### config.mk
export PLATFORM = sky130hd
export DESIGN_NAME = frogger_game_ctrl
export DESIGN_NICKNAME = d
export VERILOG_FILES = /design/src/rtl/frogger_game_ctrl.sv
export SDC_FILE = /design/constraint.sdc
export NUM_CORES = 1
export LEC_CHECK = 0
export ABC_AREA = 1
export CORE_MARGIN = 5
export CORE_UTILIZATION = 62
export DETAILED_ROUTE_END_ITERATION = 7
export GPL_ROUTABILITY_DRIVEN = 1
export PLACE_DENSITY = 0.93
export SYNTH_ARGS = -nofsm -noshare
export SYNTH_HDL_FRONTEND = slang
export SYNTH_SLANG_ARGS = --single-unit
### constraint.sdc
create_clock -name i_CLK -period 3.3 [get_ports i_CLK]
set_clock_uncertainty 0.15 [all_clocks]
set_input_delay 0.33 -clock i_CLK [delete_from_list [all_inputs] [get_ports i_CLK]]
set_output_delay 0.33 -clock i_CLK [all_outputs]
set_load 0.005 [all_outputs]
### src/rtl/frogger_game_ctrl.sv
// Frogger game-state sequencer: owns lives, BCD score, car-step period and the
// death-pause timer; issues one-cycle respawn pulses and the freeze flag that
// stalls cars and frog input outside active play.
module frogger_game_ctrl #(
   parameter int LIVES_INIT  = 3,
   parameter int SPEED_INIT  = 166667,
   parameter int SPEED_STEP  = 8333,
   parameter int SPEED_MIN   = 83333,
   parameter int LEVEL_EVERY = 3,
   parameter int DEATH_HOLD  = 25000000
) (
   input  logic        i_CLK,
   input  logic        i_RST,
   input  logic        i_Collision,
   input  logic        i_Win,
   input  logic        i_Start,
   output logic [1:0]  o_State,
   output logic        o_Freeze,
   output logic        o_Respawn,
   output logic [2:0]  o_Lives,
   output logic [3:0]  o_LED,
   output logic [3:0]  o_Score_Tens,
   output logic [3:0]  o_Score_Ones,
   output logic [31:0] o_Car_Period
);

   typedef enum logic [1:0] {
      S_IDLE  = 2'd0,
      S_PLAY  = 2'd1,
      S_DEATH = 2'd2,
      S_OVER  = 2'd3
   } state_t;

   // Thermometer code for the lives LEDs: bit k lit while more than k lives remain.
   function automatic logic [3:0] lives_to_led(input logic [2:0] lives);
      logic [3:0] led;
      for (int k = 0; k < 4; k++) begin
         led[k] = (lives > 3'(k));
      end
      return led;
   endfunction

   state_t      r_state, w_state;
   logic        r_freeze, w_freeze;
   logic        r_respawn, w_respawn;
   logic [2:0]  r_lives, w_lives;
   logic [3:0]  r_led, w_led;
   logic [3:0]  r_tens, w_tens;
   logic [3:0]  r_ones, w_ones;
   logic [31:0] r_period, w_period;
   logic [31:0] r_level, w_level;
   logic [31:0] r_hold, w_hold;

   // Next-state and next-output logic for the game sequencer.
   always_comb begin
      w_state   = r_state;
      w_respawn = 1'b0;
      w_lives   = r_lives;
      w_tens    = r_tens;
      w_ones    = r_ones;
      w_period  = r_period;
      w_level   = r_level;
      w_hold    = r_hold;
      case (r_state)
         S_IDLE: begin
            if (i_Start) begin
               w_state   = S_PLAY;
               w_respawn = 1'b1;
            end else begin
               w_state = S_IDLE;
            end
         end
         S_PLAY: begin
            // A collision always beats a simultaneous win.
            if (i_Collision) begin
               if (r_lives <= 3'd1) begin
                  w_lives = 3'd0;
                  w_state = S_OVER;
               end else begin
                  w_lives = r_lives - 3'd1;
                  w_state = S_DEATH;
                  w_hold  = 32'd0;
               end
            end else if (i_Win) begin
               w_respawn = 1'b1;
               // Score saturates at 99; level progression keeps running.
               if ((r_tens == 4'd9) && (r_ones == 4'd9)) begin
                  w_tens = r_tens;
                  w_ones = r_ones;
               end else if (r_ones == 4'd9) begin
                  w_ones = 4'd0;
                  w_tens = r_tens + 4'd1;
               end else begin
                  w_ones = r_ones + 4'd1;
               end
               if (r_level >= 32'(LEVEL_EVERY - 1)) begin
                  w_level = 32'd0;
                  // Compare before subtracting so the period never wraps.
                  if (r_period >= 32'(SPEED_MIN + SPEED_STEP)) begin
                     w_period = r_period - 32'(SPEED_STEP);
                  end else begin
                     w_period = 32'(SPEED_MIN);
                  end
               end else begin
                  w_level = r_level + 32'd1;
               end
            end else begin
               w_state = S_PLAY;
            end
         end
         S_DEATH: begin
            // Inputs are ignored until the pause has run its full length.
            if (r_hold >= 32'(DEATH_HOLD - 1)) begin
               w_hold    = 32'd0;
               w_state   = S_PLAY;
               w_respawn = 1'b1;
            end else begin
               w_hold = r_hold + 32'd1;
            end
         end
         S_OVER: begin
            if (i_Start) begin
               w_lives   = 3'(LIVES_INIT);
               w_tens    = 4'd0;
               w_ones    = 4'd0;
               w_period  = 32'(SPEED_INIT);
               w_level   = 32'd0;
               w_state   = S_PLAY;
               w_respawn = 1'b1;
            end else begin
               w_lives = 3'd0;
            end
         end
         default: begin
            w_state = S_IDLE;
         end
      endcase
      w_freeze = (w_state != S_PLAY);
      w_led    = lives_to_led(w_lives);
   end

   // State and output registers with synchronous reset.
   always_ff @(posedge i_CLK) begin
      if (i_RST) begin
         r_state   <= S_IDLE;
         r_freeze  <= 1'b1;
         r_respawn <= 1'b0;
         r_lives   <= 3'(LIVES_INIT);
         r_led     <= lives_to_led(3'(LIVES_INIT));
         r_tens    <= 4'd0;
         r_ones    <= 4'd0;
         r_period  <= 32'(SPEED_INIT);
         r_level   <= 32'd0;
         r_hold    <= 32'd0;
      end else begin
         r_state   <= w_state;
         r_freeze  <= w_freeze;
         r_respawn <= w_respawn;
         r_lives   <= w_lives;
         r_led     <= w_led;
         r_tens    <= w_tens;
         r_ones    <= w_ones;
         r_period  <= w_period;
         r_level   <= w_level;
         r_hold    <= w_hold;
      end
   end

   assign o_State      = r_state;
   assign o_Freeze     = r_freeze;
   assign o_Respawn    = r_respawn;
   assign o_Lives      = r_lives;
   assign o_LED        = r_led;
   assign o_Score_Tens = r_tens;
   assign o_Score_Ones = r_ones;
   assign o_Car_Period = r_period;

endmodule
==> flow_metrics.tcl <==
set metrics [dict create \
    status "completed" \
    max_freq_mhz 352.6 \
    total_power_mw 3.854 \
    syn_area_per_cell_um2 6.597 \
    syn_area_mm2 0.006175 \
    antenna_found_initial 0 \
    tns_ps 0 \
    p_sw_frac 0.2648 \
    worstSkewPairLatency_ps 520 \
    clk_path_buf_depth 2 \
    hpwl_um 10810 \
    row_count 36 \
    maxCapViolCount 0 \
    crit_path_frequent_cell "nor2_1" \
    grt-ovfl-total 0 \
    seqPwrFrac 0.382 \
    dr.pass1.iters 5 \
    vias 6198 \
    cts-htree-levels 4 \
    path_delay_family "simple AND/OR/NAND/NOR gates" \
    drc 0 \
    ant_nets 0 \
    synth_seq_cells 115 \
    slew_viol_final 0 \
    rsz0062_at_grt "no" \
    clockRootBuffer "clkbuf_8" \
    leakage_nw 3.199 \
    synthTopCellsByArea "dfxtp_1, nand2_1, nor2_1, inv_1, nand3_1" \
    power_density_mw_per_mm2 523.9 \
    synth_cell_type_count 41 \
    cts_hold_buf 0 \
    clkPwrFrac 0.508 \
    crit_type "register to register" \
    fin_crit_ps 2836 \
    seq_area_frac_synth 0.3728 \
    cp_slowest_cell "ha_1" \
    drive_gt1_frac 0.09000 \
    max_slew_margin 0.4892 \
    syn-num-nets 956 \
    critPathMaxFanout 27 \
    viasPerCell 5.470 \
    max_stage_delay_ps 570 \
    grt_pass1_wl_um 26960 \
    grt_pass1_vias 5933 \
    yosysTopAreaCell "dfxtp_1" \
    synth_top_cell_area_share 0.3728 \
    die_height_um 109.8 \
    combPwrFrac 0.110 \
    placed_cell_area_mm2 0.006726 \
    portBuffers 55 \
    antenna_cells 0 \
    clkSinkCount 115 \
    crit_required_ps 3610 \
    clk_pin_slew_ps 70 \
    ir_worst_vdd_uv 421.5 \
    power.switching_mw 1.021 \
    cts-resized-gates 0 \
    worstMarginPinSlew_ps 765.3 \
    grt_max_degree 56 \
    drt-total-wl_um 16220 \
    use_met1 0.3344 \
    met2_usage 0.4779 \
    cp-end-kind "register" \
    hold_class "input pin to register" \
    arrival_ps 3140 \
    globalRouteMet3Util 0.06929 \
    area_delta_synth_final_pct 19.15 \
    post-cts-setup-buffer-count 0 \
    first_iter_violations 409 \
    io_pins 56 \
    nets 1007 \
    cts_buffers 17 \
    cp_num_buf_inv 2 \
    tritoncts "done" \
    core_area_mm2 0.009729 \
    gp_congestion 0.9692 \
    die-area_mm2 0.01205 \
    wl_per_cell_um 14.32 \
    synth-warning-count 0 \
    finalCritPeriodShare 0.8594 \
    setup_viol 0 \
    report.final.hold_viol_count 0 \
    crit_chain "ha_1 > nor2_1 > inv_1 > nand2_2 > inv_4 > nand2_4 > nor2_2 > nand2_1 > nor2_1 > nor2_1 > nor2_1" \
    grt_use_total 0.2800 \
    synth_cells 936 \
    start_util 0.6346 \
    worst_setup_path_start_kind "register" \
    busiest_layer "met2" \
    power.internal_mw 2.834 \
    die_w_um 109.8 \
    final_area_mm2 0.007357 \
]
cell usage after synthesis:
| library cell | number |
|---|---|
| o21ai_0 | 23 |
| a21oi_1 | 29 |
| o22ai_1 | 2 |
| buf_2 | 4 |
| nor3_2 | 1 |
| nor3b_1 | 2 |
| nand3_2 | 7 |
| inv_1 | 94 |
| nor4_1 | 1 |
| nand2_2 | 6 |
| xnor2_1 | 2 |
| a21oi_2 | 7 |
| clkbuf_1 | 7 |
| buf_4 | 6 |
| a22oi_2 | 1 |
| nand2_1 | 271 |
| buf_12 | 1 |
| a31oi_1 | 2 |
| a211oi_1 | 1 |
| nand4_1 | 16 |
| ha_1 | 15 |
| o21ai_1 | 3 |
| nand2_4 | 4 |
| nand3b_1 | 1 |
| buf_1 | 2 |
| or2_0 | 1 |
| clkinv_1 | 2 |
| xor2_1 | 23 |
| inv_4 | 2 |
| buf_6 | 5 |
| o21bai_1 | 2 |
| nor2_4 | 1 |
| nor2_1 | 177 |
| nor3_1 | 21 |
| nor3b_2 | 2 |
| nor2_2 | 11 |
| inv_2 | 7 |
| or2_2 | 6 |
| dfxtp_1 | 115 |
| nand3_1 | 52 |
| o21a_1 | 1 |
final timing paths:
path	startpoint	to	slack, ps	depth (start not counted)
max reg2reg	o_State[1]$_SDFF_PP0_	o_Car_Period[25]$_SDFFE_PP0P_	460	11
min	i_RST	r_hold[27]$_SDFFE_PP0P_	270	3
min reg2reg	r_level[21]$_SDFFE_PP0P_	r_level[21]$_SDFFE_PP0P_	290	2
max	o_State[1]$_SDFF_PP0_	o_Car_Period[25]$_SDFFE_PP0P_	460	11
cell families after synthesis:
kind of cell | count (synthesis) | share of synthesized area
buf+inv | 130 | 0.09301
compound gates | 71 | 0.06545
flops | 115 | 0.3728
fa+ha+maj | 15 | 0.03040
xor+xnor | 25 | 0.03546
simple gates | 580 | 0.4028
area by class of cell:
cell class              instances  area [um^2]
clock buffers                  18        427.9
clock inverters                14        202.7
fillers                       706         2372
inverters                     105        399.1
multi-input cells             691         3298
flip-flops and latches        115         2302
well taps                     133        166.4
repair buffers                 57        560.5
through the flow:
stage                     setup WS [ps]  utilization  hold WS (ps)  std cells
after global routing              303.1       0.7562         291.7       1133
after CTS                         559.8       0.7562         260.2       1133
final                             464.0       0.7562         269.7       1133
after global placement            718.8       0.6914         275.3       1101
after detailed placement          650.0       0.6914         278.2       1101
after floorplan                    1400            -         267.7        936
per-layer routing:
layer	up-vias	wire length (um)
li1	3038	-
met2	305	7887
met5	-	0
met3	52	1283
met1	2803	6567
met4	0	484
power by group through the flow:
stage / combinational, mW / sequential [mW] / clock, mW
floorplan: 0.290 / 1.49 / 0
global placement: 0.397 / 1.50 / 0
detailed placement: 0.406 / 1.50 / 0
CTS: 0.416 / 1.47 / 1.96
global route: 0.471 / 1.48 / 2.03
finish: 0.423 / 1.47 / 1.96
cells in the final DEF (no fill, tap or decap), drive strengths merged:
cell type	netlist	routed
clkdlybuf4s50	0	54
o22ai	2	2
a211oi	1	1
dfxtp	115	115
a22oi	1	1
a21oi	36	36
o21ai	26	26
xnor2	2	2
buf	18	3
a31oi	2	2
nor4	1	1
clkbuf	7	18
nor3b	4	4
nor3	22	22
nand4	16	16
inv	103	106
o21bai	2	2
nand3b	1	1
ha	15	15
or2	7	7
nor2	189	189
o21a	1	1
nand3	59	59
nand2	281	281
clkinvlp	0	3
clkinv	2	6
xor2	23	23
bufinv	0	4
state kept, by name, summed over array words and instances, names as in the netlist:
register / flops
o_State: 2
r_level: 32
o_Car_Period: 32
o_LED: 4
o_Score_Tens: 4
r_hold: 32
o_Freeze: 1
o_Lives: 3
o_Respawn: 1
o_Score_Ones: 4
worst register-to-register path: cells and delay by family (launching register included):
family	cells	cell delay (ps)
flops	1	440
buf+inv	2	230
simple gates	8	1400
fa+ha+maj	1	570
Power figures use the tool's default switching activity.
